**src/rtl/logic_unit_pipe.sv**
```systemverilog
// Two-stage pipelined logic unit (AND/OR/XOR/pass with optional b/result inversion) with flags,
// valid/ready flow control and a completed-op counter. Define LOGIC_UNIT_PIPE_POPCNT_EN for popcnt.
module logic_unit_pipe #(
  parameter int unsigned WIDTH = 32,
  parameter int unsigned TAG_W = 4,
  parameter int unsigned CNT_W = 16
) (
  input  logic                         clk,
  input  logic                         rst_n,
  input  logic                         in_valid,
  output logic                         in_ready,
  input  logic [WIDTH-1:0]             a,
  input  logic [WIDTH-1:0]             b,
  input  logic [3:0]                   f,
  input  logic [TAG_W-1:0]             in_tag,
  output logic                         out_valid,
  input  logic                         out_ready,
  output logic [WIDTH-1:0]             out,
  output logic [TAG_W-1:0]             out_tag,
  output logic                         zero,
  output logic                         parity,
  output logic [$clog2(WIDTH+1)-1:0]   popcnt,
  output logic [CNT_W-1:0]             ops_done
);

  localparam int unsigned PCNT_W = $clog2(WIDTH + 1);

  logic             s1_valid;
  logic [WIDTH-1:0] s1_a;
  logic [WIDTH-1:0] s1_b;
  logic [3:0]       s1_f;
  logic [TAG_W-1:0] s1_tag;

  logic             s2_adv;
  logic             s2_load;
  logic             in_xfer;
  logic             out_xfer;
  logic [WIDTH-1:0] bb;
  logic [WIDTH-1:0] res;

  // Both stages advance together; S1 is free whenever it is empty or S2 can drain.
  assign s2_adv    = ~out_valid | out_ready;
  assign in_ready  = ~s1_valid | s2_adv;
  assign in_xfer   = in_valid & in_ready;
  assign out_xfer  = out_valid & out_ready;
  assign s2_load   = s2_adv & s1_valid;

  // Op decode from S1 contents
  always_comb begin
    bb  = s1_f[3] ? ~s1_b : s1_b;
    res = s1_a;
    unique case (s1_f[1:0])
      2'b00:   res = s1_a;
      2'b01:   res = s1_a & bb;
      2'b10:   res = s1_a | bb;
      default: res = s1_a ^ bb;
    endcase
    if (s1_f[2]) res = ~res;
  end

  // Stage 1: operand capture
  always_ff @(posedge clk or negedge rst_n) begin
    if (!rst_n) begin
      s1_valid <= 1'b0;
      s1_a     <= '0;
      s1_b     <= '0;
      s1_f     <= '0;
      s1_tag   <= '0;
    end else begin
      if (in_ready) s1_valid <= in_valid;
      if (in_xfer) begin
        s1_a   <= a;
        s1_b   <= b;
        s1_f   <= f;
        s1_tag <= in_tag;
      end
    end
  end

  // Stage 2: result and flags, held while the consumer stalls
  always_ff @(posedge clk or negedge rst_n) begin
    if (!rst_n) begin
      out_valid <= 1'b0;
      out       <= '0;
      out_tag   <= '0;
      zero      <= 1'b1;
      parity    <= 1'b0;
    end else begin
      if (s2_adv) out_valid <= s1_valid;
      if (s2_load) begin
        out     <= res;
        out_tag <= s1_tag;
        zero    <= (res == '0);
        parity  <= ^res;
      end
    end
  end

  always_ff @(posedge clk or negedge rst_n) begin
    if (!rst_n) ops_done <= '0;
    else if (out_xfer) ops_done <= ops_done + CNT_W'(1);
  end

`ifdef LOGIC_UNIT_PIPE_POPCNT_EN
  logic [PCNT_W-1:0] res_pcnt;

  always_comb begin
    res_pcnt = '0;
    for (int i = 0; i < int'(WIDTH); i++) res_pcnt = res_pcnt + PCNT_W'(res[i]);
  end

  always_ff @(posedge clk or negedge rst_n) begin
    if (!rst_n) popcnt <= '0;
    else if (s2_load) popcnt <= res_pcnt;
  end
`else
  assign popcnt = '0;
`endif

endmodule

```
**config.mk**
```make
export PLATFORM = sky130hd
export DESIGN_NAME = logic_unit_pipe
export DESIGN_NICKNAME = d
export VERILOG_FILES = /design/src/rtl/logic_unit_pipe.sv
export SDC_FILE = /design/constraint.sdc
export NUM_CORES = 1
export LEC_CHECK = 0
export CAP_MARGIN = 15
export CORE_MARGIN = 2
export CORE_UTILIZATION = 38
export CTS_CLUSTER_DIAMETER = 40
export CTS_CLUSTER_SIZE = 25
export DETAILED_ROUTE_END_ITERATION = 7
export REMOVE_ABC_BUFFERS = 1
export SETUP_SLACK_MARGIN = 0.5
export SLEW_MARGIN = 20
export SYNTH_ARGS = -nofsm -noshare
export SYNTH_HDL_FRONTEND = slang
export SYNTH_SLANG_ARGS = --single-unit
```
**constraint.sdc**
```tcl
create_clock -name clk -period 9.74 [get_ports clk]
set_clock_uncertainty 0.2 [all_clocks]
set_input_delay 1.461 -clock clk [delete_from_list [all_inputs] [get_ports clk]]
set_output_delay 1.461 -clock clk [all_outputs]
set_load 0.01 [all_outputs]
```
; Word level (Yosys, flattened, before mapping)
; Cells that the tools add are included.
[classes]
n_addsub = 1
muxes = 3
bitwise_logic = 12
n_reduce_logical = 3
eq_ne = 2
[ops]
columns = op, count
row1 = 32-bit one-hot mux with 3 select lines, 1
row2 = 32-bit two-way mux, 2
row3 = 32-bit inverter, 2
row4 = 32-bit AND, 1
row5 = 32-bit zero test, 1
row6 = 32-bit bitwise OR, 1
row7 = 32-bit parity, 1
row8 = 32-bit XOR, 1
row9 = "16-bit by 1-bit adder with 16-bit output, second input constant", 1
row10 = 1-bit AND, 3
row11 = "2-bit by 1-bit == test with 1-bit output, second input constant", 1
row12 = "2-bit == test, second input constant", 1
row13 = 2-bit zero test, 1
row14 = 1-bit inverter, 2
row15 = 1-bit bitwise OR, 2
[word_totals]
word_cells = 32
in_bits = 76
reg_bits = 128

; Longest topological paths before layout
; Gate-level depths: netlist of the first run.
[logic_depth]
word_depth = 7
ltp_mapped = 14
ltp_nobuf = 12

; Least setup slack after synthesis of the first run
; Ideal clock, no wire load.
[synth_timing]
path_type = input to output
startpoint = input port out_ready
endpoint = output port in_ready
n_path_buf = 0
required_time_ps = 8079
setup_slack_ps = 6404
path_stages = 1
arrival_time_ps = 1675
path_cell_list = nand3b_1
[synth_via]
elab_chain_cells = 2
[synth_lines]
columns = item, line
row1 = start: declaration, 17  ; input logic out_ready,
row2 = 1-bit bitwise OR, 42  ; assign s2_adv = ~out_valid | out_ready;
row3 = 1-bit bitwise OR, 43  ; assign in_ready = ~s1_valid | s2_adv;
row4 = end: declaration, 11  ; output logic in_ready,
; No other way between the ends.

; Final worst setup path of the first run
; Ends and elaborated chain as after synthesis.

==> results of run 1 <==
-- final timing paths --
check | from | to | slack [ps] | cells after the start
max in group asynchronous | rst_n | s1_f[2]$_DFFE_PN0P_ | 7430 | 2
max reg2reg | s1_f[3]$_DFFE_PN0P_ | parity$_DFFE_PN0P_ | 5860 | 11
min | ops_done[15]$_DFFE_PN0P_ | ops_done[15]$_DFFE_PN0P_ | 270 | 1
min in group asynchronous | rst_n | out[5]$_DFFE_PN0P_ | 780 | 1
max | out_ready | in_ready | 5250 | 3
min reg2reg | ops_done[15]$_DFFE_PN0P_ | ops_done[15]$_DFFE_PN0P_ | 270 | 1
-- through the flow --
| step | setup WS (ps) | power, uW | util, % |
|---|---|---|---|
| floorplan | 5720 | 1590 | - |
| global placement | 5320 | 1960 | 46.2 |
| detailed placement | 5250 | 2010 | 46.2 |
| CTS | 5240 | 2720 | 49.3 |
| global route | 5200 | 2890 | 49.3 |
| finish | 5250 | 2660 | 49.3 |
-- layout make-up --
type | count | area (um2)
tap | 270 | 338
multi-input combinational | 396 | 4150
sequential | 128 | 3210
inverter | 96 | 360
clock inverter | 12 | 181
timing repair buffer | 135 | 1350
fill | 1846 | 10300
clock buffer | 20 | 457
-- per-layer routing --
layer	track usage [%]	wire, um
met5	0	0
met4	4.86	182
met3	3.83	675
met2	27.8	8110
met1	18.9	6880
-- power by group through the flow --
stage               Clock (uW)  Combinational [uW]  Sequential, uW
finish                     690                1190             779
global route               736                1350             801
CTS                        712                1220             783
detailed placement           0                1210             791
global placement             0                1180             785
floorplan                    0                 783             811
-- cell families (layout without fill, tap and decap cells) --
family | count (synthesis) | count (layout) | share of synthesized area [%]
AND/OR/NAND/NOR | 72 | 72 | 4.40
multiplexers | 109 | 109 | 20.0
flip-flops | 128 | 128 | 40.4
AO/OA/AOI/OAI | 34 | 34 | 2.15
buffers and inverters | 132 | 263 | 7.61
other | 1 | 6 | 0.0473
XOR/XNOR | 94 | 94 | 12.6
adder cells (fa/ha/maj) | 81 | 81 | 12.8
-- worst max-delay path, stage by stage --
cell and delay [ps]:
sky130_fd_sc_hd__clkdlybuf4s50_1 560, sky130_fd_sc_hd__nand3b_1 230, sky130_fd_sc_hd__clkdlybuf4s50_1 580
-- flip-flops by register name (all words and copies together) (netlist names) --
signal	flops
out	32
s1_valid	1
s1_tag	4
out_valid	1
ops_done	16
s1_a	32
parity	1
s1_f	4
zero	1
out_tag	4
s1_b	32
-- cells in the final DEF (no fill, tap or decap), types with 2 or more instances in the layout --
cell type,netlist,layout
sky130_fd_sc_hd__xnor2_2,23,23
sky130_fd_sc_hd__dfrtp_1,127,123
sky130_fd_sc_hd__nand2_1,43,41
sky130_fd_sc_hd__xnor2_1,31,31
sky130_fd_sc_hd__o21ai_0,2,2
sky130_fd_sc_hd__dfrtp_2,0,3
sky130_fd_sc_hd__nand4_1,6,6
sky130_fd_sc_hd__clkbuf_8,0,2
sky130_fd_sc_hd__nor2_1,7,7
sky130_fd_sc_hd__conb_1,1,6
sky130_fd_sc_hd__clkdlybuf4s50_1,0,130
sky130_fd_sc_hd__nand3_2,3,3
sky130_fd_sc_hd__o21ai_1,32,32
sky130_fd_sc_hd__clkbuf_16,0,17
sky130_fd_sc_hd__inv_1,96,96
sky130_fd_sc_hd__mux2_2,77,77
sky130_fd_sc_hd__ha_1,81,81
sky130_fd_sc_hd__nand2b_1,3,3
sky130_fd_sc_hd__mux4_2,32,32
sky130_fd_sc_hd__clkinvlp_4,0,4
sky130_fd_sc_hd__buf_6,8,2
sky130_fd_sc_hd__inv_6,0,2
sky130_fd_sc_hd__bufinv_16,0,4
sky130_fd_sc_hd__buf_4,9,3
sky130_fd_sc_hd__nand3_1,3,3
sky130_fd_sc_hd__xor2_1,40,40
sky130_fd_sc_hd__nand2_2,1,2
==> metrics.txt, run 1 <==
first-pass GRT wire length=about 27 mm; status=completed; Clock Tree Root=sky130_fd_sc_hd__clkbuf_16; Hold/Removal Path Class=flop to flop; post-DR vias/cell=4.66; CORE AREA=about 0.020 mm2; Max-slew headroom=between 30 and 40%; Setup violations, final=0; via count of the first global-routing pass=~5,300; startpoint type of the worst setup path=input pin; fin. max-slew vios=0; Fin Setup TNS=0 ps; warnings from Yosys=0; clk sink count=approximately 130; largest fanout on the critical path=4; vertical die dimension=about 150 um; critical path class=input pin to output port; clock network power share=26.0%; measured slew at the worst slew-check pin=about 1000 ps; final-stage net count=a little over 900; Core Rows=52; library cell with the highest instance count after synthesis=sky130_fd_sc_hd__dfrtp_1; die outline area=about 0.022 mm2; Die X-Extent=148 um; pwr dens=264 mW/mm2; pin count of the biggest net entering global routing=between 80 and 90; number of levels in the clock H-tree=4; wire length after detailed routing=about 16 mm; cell count after placement=just over 1,000; unrepaired setup endpoints after global routing=false; main area contributors after synthesis=sky130_fd_sc_hd__dfrtp_1, sky130_fd_sc_hd__ha_1, sky130_fd_sc_hd__mux2_2, sky130_fd_sc_hd__mux4_2, sky130_fd_sc_hd__xnor2_2; hold buffer count at CTS=0; initial DRC count=about 150; LEAKAGE=around 0.0046 uW; antenna cells=0; design area=between 0.01 and 0.015 mm2; Clk pin slew, worst setup/hold paths=60 ps; count of flip-flops with a built-in enable after synthesis=0; summed instance area of the synthesized netlist=0.00793 mm2; peak supply drop=0.117 mV; async set or reset register ratio after synthesis=between 90% and 100%; routed length per instance=~15 um; sequential cell fraction of total power=between 20% and 30%; net switching share of the total power=33.3%; starting density of the core=between 30 and 40%; proportion of netlist area held by the largest area contributor=about two fifths; setup repair bufs after CTS=0; Psw=a little under 900 uW; Resized cells post-CTS=0; proportion of layout cells with a drive suffix above 1=a little under a quarter; portion of total power attributed to combinational logic=between 40% and 50%; most frequently used flop master after synthesis=sky130_fd_sc_hd__dfrtp_1; required time at the worst-slack endpoint=between 8000 and 9000 ps; cell internal power dissipation=1770 uW; data arrival at the endpoint of the critical path=2830 ps; synthesized netlist cell count=651; max-capacitance violation count=0; Layout Cells excl Fill=1,057; Fin. Hold Viols=0; initial antenna violation count=0; vias=4,921; CTS Buffer Depth=2; Area growth syn-to-layout=26.7%; gr usage total=roughly 16%; worst hold slack=about 270 ps; Post-Synthesis Mean Instance Area=between 10 and 15 um2; total grt overflow=0; Port Buffer Count=between 100 and 150; cell taking the most area after synthesis=sky130_fd_sc_hd__dfrtp_1; remaining number of nets flagged by the antenna check after routing=0; post-detailed-placement cell area=around 0.0094 mm2; Worst-Skew Late Latency=~430 ps; share of the cycle needed by the critical path after routing=a little under half; IO Count=~140; proportion of synthesized chip area in sequential cells=40.4%; clock tree from TritonCTS=built; final critical delay including setup and external delays=4490 ps; cell types with the highest counts after synthesis=sky130_fd_sc_hd__dfrtp_1, sky130_fd_sc_hd__inv_1, sky130_fd_sc_hd__ha_1, sky130_fd_sc_hd__mux2_2, sky130_fd_sc_hd__nand2_1; count of unique library cells instantiated by Yosys=29; final estimated routing congestion in global placement=between 0.7 and 0.8; number of detailed-route iterations in the first pass=4; HPWL Detailed=11.0 mm; CTS buffer count=17; post-synthesis sequential element count=between 100 and 150; maximum clock frequency=223 MHz; Remaining DRCs=0; capturing element type of the critical path=output port
Power figures use the tool's default switching activity.
==> run 2, diff against run 1 <==
Clock period 9.74 ns to 4 ns, I/O delays scaled along.
==> metrics.txt, run 2 (synthesis results as in run 1) <==
status=completed; number of levels in the clock H-tree=4 (unchanged); startpoint type of the worst setup path=flop; max-capacitance violation count=0 (unchanged); vertical die dimension=148 um (unchanged); Clk pin slew, worst setup/hold paths=60 ps (about the same); most common cell after layout, fill and taps aside=sky130_fd_sc_hd__clkdlybuf4s50_1; Max stage delay cell, worst path=sky130_fd_sc_hd__dfrtp_4; IO Count=138 (unchanged); hold buffer count at CTS=0 (unchanged); Fin Setup TNS=0 ps (unchanged); cell count along the critical path=12 (+9); Setup violations, final=0 (unchanged); vias=5,006 (+1.7%); Area growth syn-to-layout=33.6%; Worst-Skew Late Latency=430 ps (about the same); share of the cycle needed by the critical path after routing=84.2%; via count of the first global-routing pass=5,447 (+1.9%); CTS Buffer Depth=2 (unchanged); Hold/Removal Path Class=input pin to asynchronous set/reset pin; CORE AREA=0.0204 mm2 (unchanged); final critical delay including setup and external delays=between 3000 and 4000 ps; first-pass GRT wire length=27.2 mm (+1.2%); initial antenna violation count=0 (unchanged); CP Buf/Inv Count=2 (unchanged); capturing element type of the critical path=flop; cell count after placement=1,029 (+0.39%); gr usage total=16.2% (+0.49 points); wire length after detailed routing=17.1 mm (+8.0%); unrepaired setup endpoints after global routing=false; largest fanout on the critical path=9 (+5); pwr dens=657 mW/mm2 (+150%); LEAKAGE=0.00478 uW (+4.5%); initial DRC count=130 (-12%); number of inserted filler cells in the final layout=1,756 (-4.9%); data arrival at the endpoint of the critical path=3440 ps (+610 ps); post-DR vias/cell=4.70 (+0.87%); number of detailed-route iterations in the first pass=6 (+2); family with the most delay on the worst path=XOR/XNOR gates; sequence of cells on the critical path=clkbuf_16 -> xor2_2 -> inv_1 -> ha_1 -> mux4_2 -> xnor2_2 -> ha_1 -> xnor2_2 -> xnor2_1 -> xnor2_1 -> xnor2_1 -> o21ai_1; starting density of the core=38.9% (unchanged); Die X-Extent=148 um (unchanged); Crit path largest cell delay=540 ps (-40 ps); Core Rows=52 (unchanged); final-stage net count=940 (+0.97%); die outline area=0.0220 mm2 (unchanged); library cell appearing most often on the critical path=sky130_fd_sc_hd__xnor2_1; antenna cells=0 (unchanged); Port Buffer Count=131 (unchanged); fin. max-slew vios=0 (unchanged); critical path class=flop to flop; Layout Cells excl Fill=1,066 (+0.85%); clk sink count=128 (unchanged); final estimated routing congestion in global placement=0.696 (-5.0%); HPWL Detailed=12.1 mm (+10%); Fin. Hold Viols=0 (unchanged); clock tree from TritonCTS=built; commonest cells after routing, fill and taps aside=sky130_fd_sc_hd__clkdlybuf4s50_1, sky130_fd_sc_hd__dfrtp_1, sky130_fd_sc_hd__inv_1; pin count of the biggest net entering global routing=104 (+27%); proportion of layout cells with a drive suffix above 1=30.0% (+7.0 points); Clock Tree Root=sky130_fd_sc_hd__clkbuf_16; Remaining DRCs=0 (unchanged); total grt overflow=0 (unchanged); remaining number of nets flagged by the antenna check after routing=0 (unchanged); total power draw=6960 uW (+160%); maximum clock frequency=297 MHz; measured slew at the worst slew-check pin=1010 ps (-35.6 ps); registers with the most flip-flops=out: 32 flops, s1_a: 32 flops, s1_b: 32 flops; worst r2r path cells=12 (+1); routed length per instance=16.1 um (+7.1%); required time at the worst-slack endpoint=4070 ps (-4010 ps); Max-slew headroom=32.9% (+2.4 points); CTS buffer count=17 (unchanged); peak supply drop=0.480 mV (+310%)
[run 2: cell types whose count changed in the layout (fill, tap and decap cells not counted), sizes merged]
cell	change
clkbuf	-2
inv	+8
clkinvlp	-2
buf	+8
clkinv	-1
bufinv	-2
[run 2: worst reg2reg max path: stages, from the launching register on]
cell and delay [ps]:
sky130_fd_sc_hd__dfrtp_4 540, sky130_fd_sc_hd__clkbuf_16 220, sky130_fd_sc_hd__xor2_2 180, sky130_fd_sc_hd__inv_1 60, sky130_fd_sc_hd__ha_1 270, sky130_fd_sc_hd__mux4_2 500
sky130_fd_sc_hd__xnor2_2 160, sky130_fd_sc_hd__ha_1 330, sky130_fd_sc_hd__xnor2_2 140, sky130_fd_sc_hd__xnor2_1 250, sky130_fd_sc_hd__xnor2_1 170, sky130_fd_sc_hd__xnor2_1 130
sky130_fd_sc_hd__o21ai_1 70
[run 2: cell type report]
cell class	instances	area [um2]	area share (%)
multi-input combinational	396	4590	43.4
sequential	128	3210	30.3
timing repair buffer	144	1490	14.1
clock buffer	17	425	4.02
inverter	96	360	3.40
tap	270	338	3.19
clock inverter	15	173	1.63
[run 2: stage by stage]
step                      cell area [um2]  hold slack, ps  utilization [%]  setup slack, ps
final                               10600             110             52.0              631
after global routing                10600             178             52.0              483
after CTS                           10100             147             49.6              525
after detailed placement             9470             264             46.5              278
after global placement               9470             261             46.5              356
after floorplan                      7700             104                -              190
[run 2: path summary, 6_finish.rpt]
| kind | start | end | slack, ps |
|---|---|---|---|
| worst max-delay path | s1_f[3]$_DFFE_PN0P_ | parity$_DFFE_PN0P_ | 630 |
| worst min-delay path | rst_n | s1_a[5]$_DFFE_PN0P_ | 110 |
| worst max register to register | s1_f[3]$_DFFE_PN0P_ | parity$_DFFE_PN0P_ | 630 |
| worst min register to register | ops_done[15]$_DFFE_PN0P_ | ops_done[15]$_DFFE_PN0P_ | 270 |
| max in group asynchronous | rst_n | s1_valid$_DFFE_PN0N_ | 2590 |
| min in group clk | ops_done[15]$_DFFE_PN0P_ | ops_done[15]$_DFFE_PN0P_ | 270 |
[run 2: where the power goes]
group | internal (uW) | total, uW | switching (uW)
Clock | 940 | 1590 | 651
Sequential | 1600 | 1930 | 323
Combinational | 1980 | 3440 | 1460
[run 2: routing by layer]
metal,vias to the layer above,wire length [um],GRT usage [%]
li1,2367,-,-
met4,0,259,5.67
met1,2513,7050,18.8
met2,109,8940,29.1
met5,-,0,0
met3,17,871,3.99
[run 2: what timing repair did]
action / CTS / global route
setup endpoints to repair: 2 / 2
gates cloned: 0 / 1
buffers inserted: 2 / 2
pin swaps: 0 / 23
resized for setup: 1 / 58
hold endpoints to repair: 0 / 0
==> run 3, diff against run 2 <==
Clock period 4 ns to 3.3 ns, I/O delays scaled along.
==> metrics.txt, run 3 (synthesis results as in run 1) <==
Area growth syn-to-layout=34.7%; Fin Setup TNS=0 ps (unchanged); portion of total power attributed to combinational logic=50.1% (+0.6 points); largest fanout on the critical path=8 (-1); data arrival at the endpoint of the critical path=3390 ps (-50 ps); cell internal power dissipation=5580 uW (+23%); sequential cell fraction of total power=27.2% (-0.5 points); clock tree from TritonCTS=built; family with the most delay on the worst path=XOR/XNOR gates; Remaining DRCs=0 (unchanged); cell count after placement=1,033 (+0.39%); Layout Cells excl Fill=1,072 (+0.56%); LEAKAGE=0.00482 uW (+0.98%); clock network power share=22.6% (-0.3 points); Reg-to-Reg End=parity$_DFFE_PN0P_; setup slack, reg-to-reg=10 ps (-620 ps); wire length after detailed routing=17.1 mm (about the same); design area=0.0107 mm2 (+0.86%); measured slew at the worst slew-check pin=957 ps (-49.4 ps); unrepaired setup endpoints after global routing=true; registers with the most flip-flops=out: 32 flops, s1_a: 32 flops, s1_b: 32 flops; pin count of the biggest net entering global routing=96 (-7.7%); Core Rows=52 (unchanged); critical path class=flop to flop; Max-slew headroom=36.2% (+3.3 points); Reg2Reg Launch Point=s1_f[3]$_DFFE_PN0P_; proportion of layout cells with a drive suffix above 1=30.4% (+0.40 points); Die X-Extent=148 um (unchanged); CP Buf/Inv Count=2 (unchanged); number of detailed-route iterations in the first pass=5 (-1); number of levels in the clock H-tree=4 (unchanged); Fin. Hold Viols=29 (+29); initial DRC count=127 (-2.3%); commonest cells after routing, fill and taps aside=sky130_fd_sc_hd__clkdlybuf4s50_1, sky130_fd_sc_hd__dfrtp_1, sky130_fd_sc_hd__inv_1; status=complete, but fails checks; final estimated routing congestion in global placement=0.713 (+2.4%); vias=5,062 (+1.1%); total grt overflow=0 (unchanged); pwr dens=792 mW/mm2 (+20%); gr usage total=16.3% (+0.13 points); fin. max-slew vios=0 (unchanged); post-detailed-placement cell area=0.00955 mm2 (+0.85%); remaining number of nets flagged by the antenna check after routing=0 (unchanged); Hold/Removal Path Class=input pin to asynchronous set/reset pin; vertical die dimension=148 um (unchanged); initial antenna violation count=0 (unchanged); Port Buffer Count=131 (unchanged); die outline area=0.0220 mm2 (unchanged); antenna cells=0 (unchanged); routed length per instance=16.0 um (-0.48%); worst hold slack=-66.3 ps (-177 ps); Psw=2880 uW (+18%); Max stage delay cell, worst path=sky130_fd_sc_hd__dfrtp_2; required time at the worst-slack endpoint=3400 ps (-670 ps); Worst-Skew Late Latency=420 ps (about the same); hold buffer count at CTS=0 (unchanged); maximum clock frequency=304 MHz (+2.4%); library cell appearing most often on the critical path=sky130_fd_sc_hd__xnor2_2; final critical delay including setup and external delays=3290 ps (-79.6 ps); violations in the final reports=negative hold slack; post-DR vias/cell=4.72 (+0.55%); startpoint type of the worst setup path=flop; final-stage net count=946 (+0.64%); clk sink count=128 (unchanged); HPWL Detailed=12.1 mm (-0.71%); peak supply drop=0.407 mV (-15%); Setup violations, final=0 (unchanged); worst r2r path cells=12 (unchanged); max-capacitance violation count=0 (unchanged); IO Count=138 (unchanged); capturing element type of the critical path=flop; share of the cycle needed by the critical path after routing=99.7% (+15 points); most common cell after layout, fill and taps aside=sky130_fd_sc_hd__clkdlybuf4s50_1; sequence of cells on the critical path=buf_12 -> xor2_4 -> inv_2 -> ha_1 -> mux4_2 -> xnor2_2 -> ha_1 -> xor2_2 -> xnor2_2 -> xnor2_2 -> xnor2_1 -> o21ai_1; Crit path largest cell delay=510 ps (-30 ps); Clk pin slew, worst setup/hold paths=60 ps (about the same); total power draw=8460 uW (+22%); first-pass GRT wire length=28.0 mm (+2.7%); net switching share of the total power=34.0% (-0.99 points); CTS buffer count=17 (unchanged); via count of the first global-routing pass=5,506 (+1.1%); CTS Buffer Depth=2 (unchanged); starting density of the core=38.9% (unchanged); Clock Tree Root=sky130_fd_sc_hd__clkbuf_16; CORE AREA=0.0204 mm2 (unchanged)
## run 3: changes by cell type in the layout (fill, tap and decap cells not counted), sizes merged
| cell | previous run | this run |
|---|---|---|
| inv | 106 | 97 |
| buf | 13 | 18 |
| bufinv | 2 | 3 |
| clkbuf | 18 | 20 |
| clkinv | 1 | 8 |
## run 3: final cells by class
| cell class | instances | area (um2) |
|---|---|---|
| Tap cell | 270 | 338 |
| Clock buffer | 18 | 429 |
| Fill cell | 1723 | 9680 |
| Sequential cell | 128 | 3210 |
| Clock inverter | 14 | 165 |
| Inverter | 96 | 360 |
| Multi-Input combinational cell | 396 | 4600 |
| Timing Repair Buffer | 150 | 1580 |
## run 3: worst reg2reg max path: stages (launching register included)
cell                      delay [ps]
sky130_fd_sc_hd__dfrtp_2         510
sky130_fd_sc_hd__buf_12          230
sky130_fd_sc_hd__xor2_4          200
sky130_fd_sc_hd__inv_2            40
sky130_fd_sc_hd__ha_1            260
sky130_fd_sc_hd__mux4_2          500
sky130_fd_sc_hd__xnor2_2         170
sky130_fd_sc_hd__ha_1            340
sky130_fd_sc_hd__xor2_2          170
sky130_fd_sc_hd__xnor2_2         210
sky130_fd_sc_hd__xnor2_2         150
sky130_fd_sc_hd__xnor2_1         130
sky130_fd_sc_hd__o21ai_1          70
## run 3: metal layers
| metal | vias to the layer above | global-route usage, % | routed length (um) |
|---|---|---|---|
| met3 | 21 | 3.90 | 614 |
| li1 | 2403 | - | - |
| met2 | 119 | 29.0 | 8860 |
| met4 | 0 | 4.86 | 320 |
| met5 | - | 0 | 0 |
| met1 | 2519 | 19.7 | 7330 |
## run 3: worst max path at each step
stage | start | endpoint | cells past startpoint
finish | s1_f[3]$_DFFE_PN0P_ | parity$_DFFE_PN0P_ | 12
detailed placement | s1_f[3]$_DFFE_PN0P_ | parity$_DFFE_PN0P_ | 12
CTS | s1_f[3]$_DFFE_PN0P_ | parity$_DFFE_PN0P_ | 12
floorplan | s1_f[3]$_DFFE_PN0P_ | parity$_DFFE_PN0P_ | 11
global route | s1_f[3]$_DFFE_PN0P_ | parity$_DFFE_PN0P_ | 12
global placement | s1_f[3]$_DFFE_PN0P_ | parity$_DFFE_PN0P_ | 12
## run 3: stage by stage
stage | util (%) | setup WS, ps
finish | 52.5 | 10.2
floorplan | - | -510
detailed placement | 46.9 | -114
global route | 52.5 | -124
CTS | 50.5 | 29.3
global placement | 46.9 | -14.2
## run 3: power groups by stage
stage	clock, uW	sequential [uW]	combinational (uW)
floorplan	0	2390	2310
global placement	0	2290	3550
detailed placement	0	2310	3660
CTS	1960	2290	3780
global route	2050	2360	4640
finish	1910	2300	4240
## run 3: repair_timing
| action | in CTS | in global routing |
|---|---|---|
| pin swaps | 7 | 15 |
| cloned | 0 | 2 |
| endpoints found under the setup margin | 2 | 2 |
| buffers inserted | 1 | 4 |
| gates resized for setup | 18 | 40 |
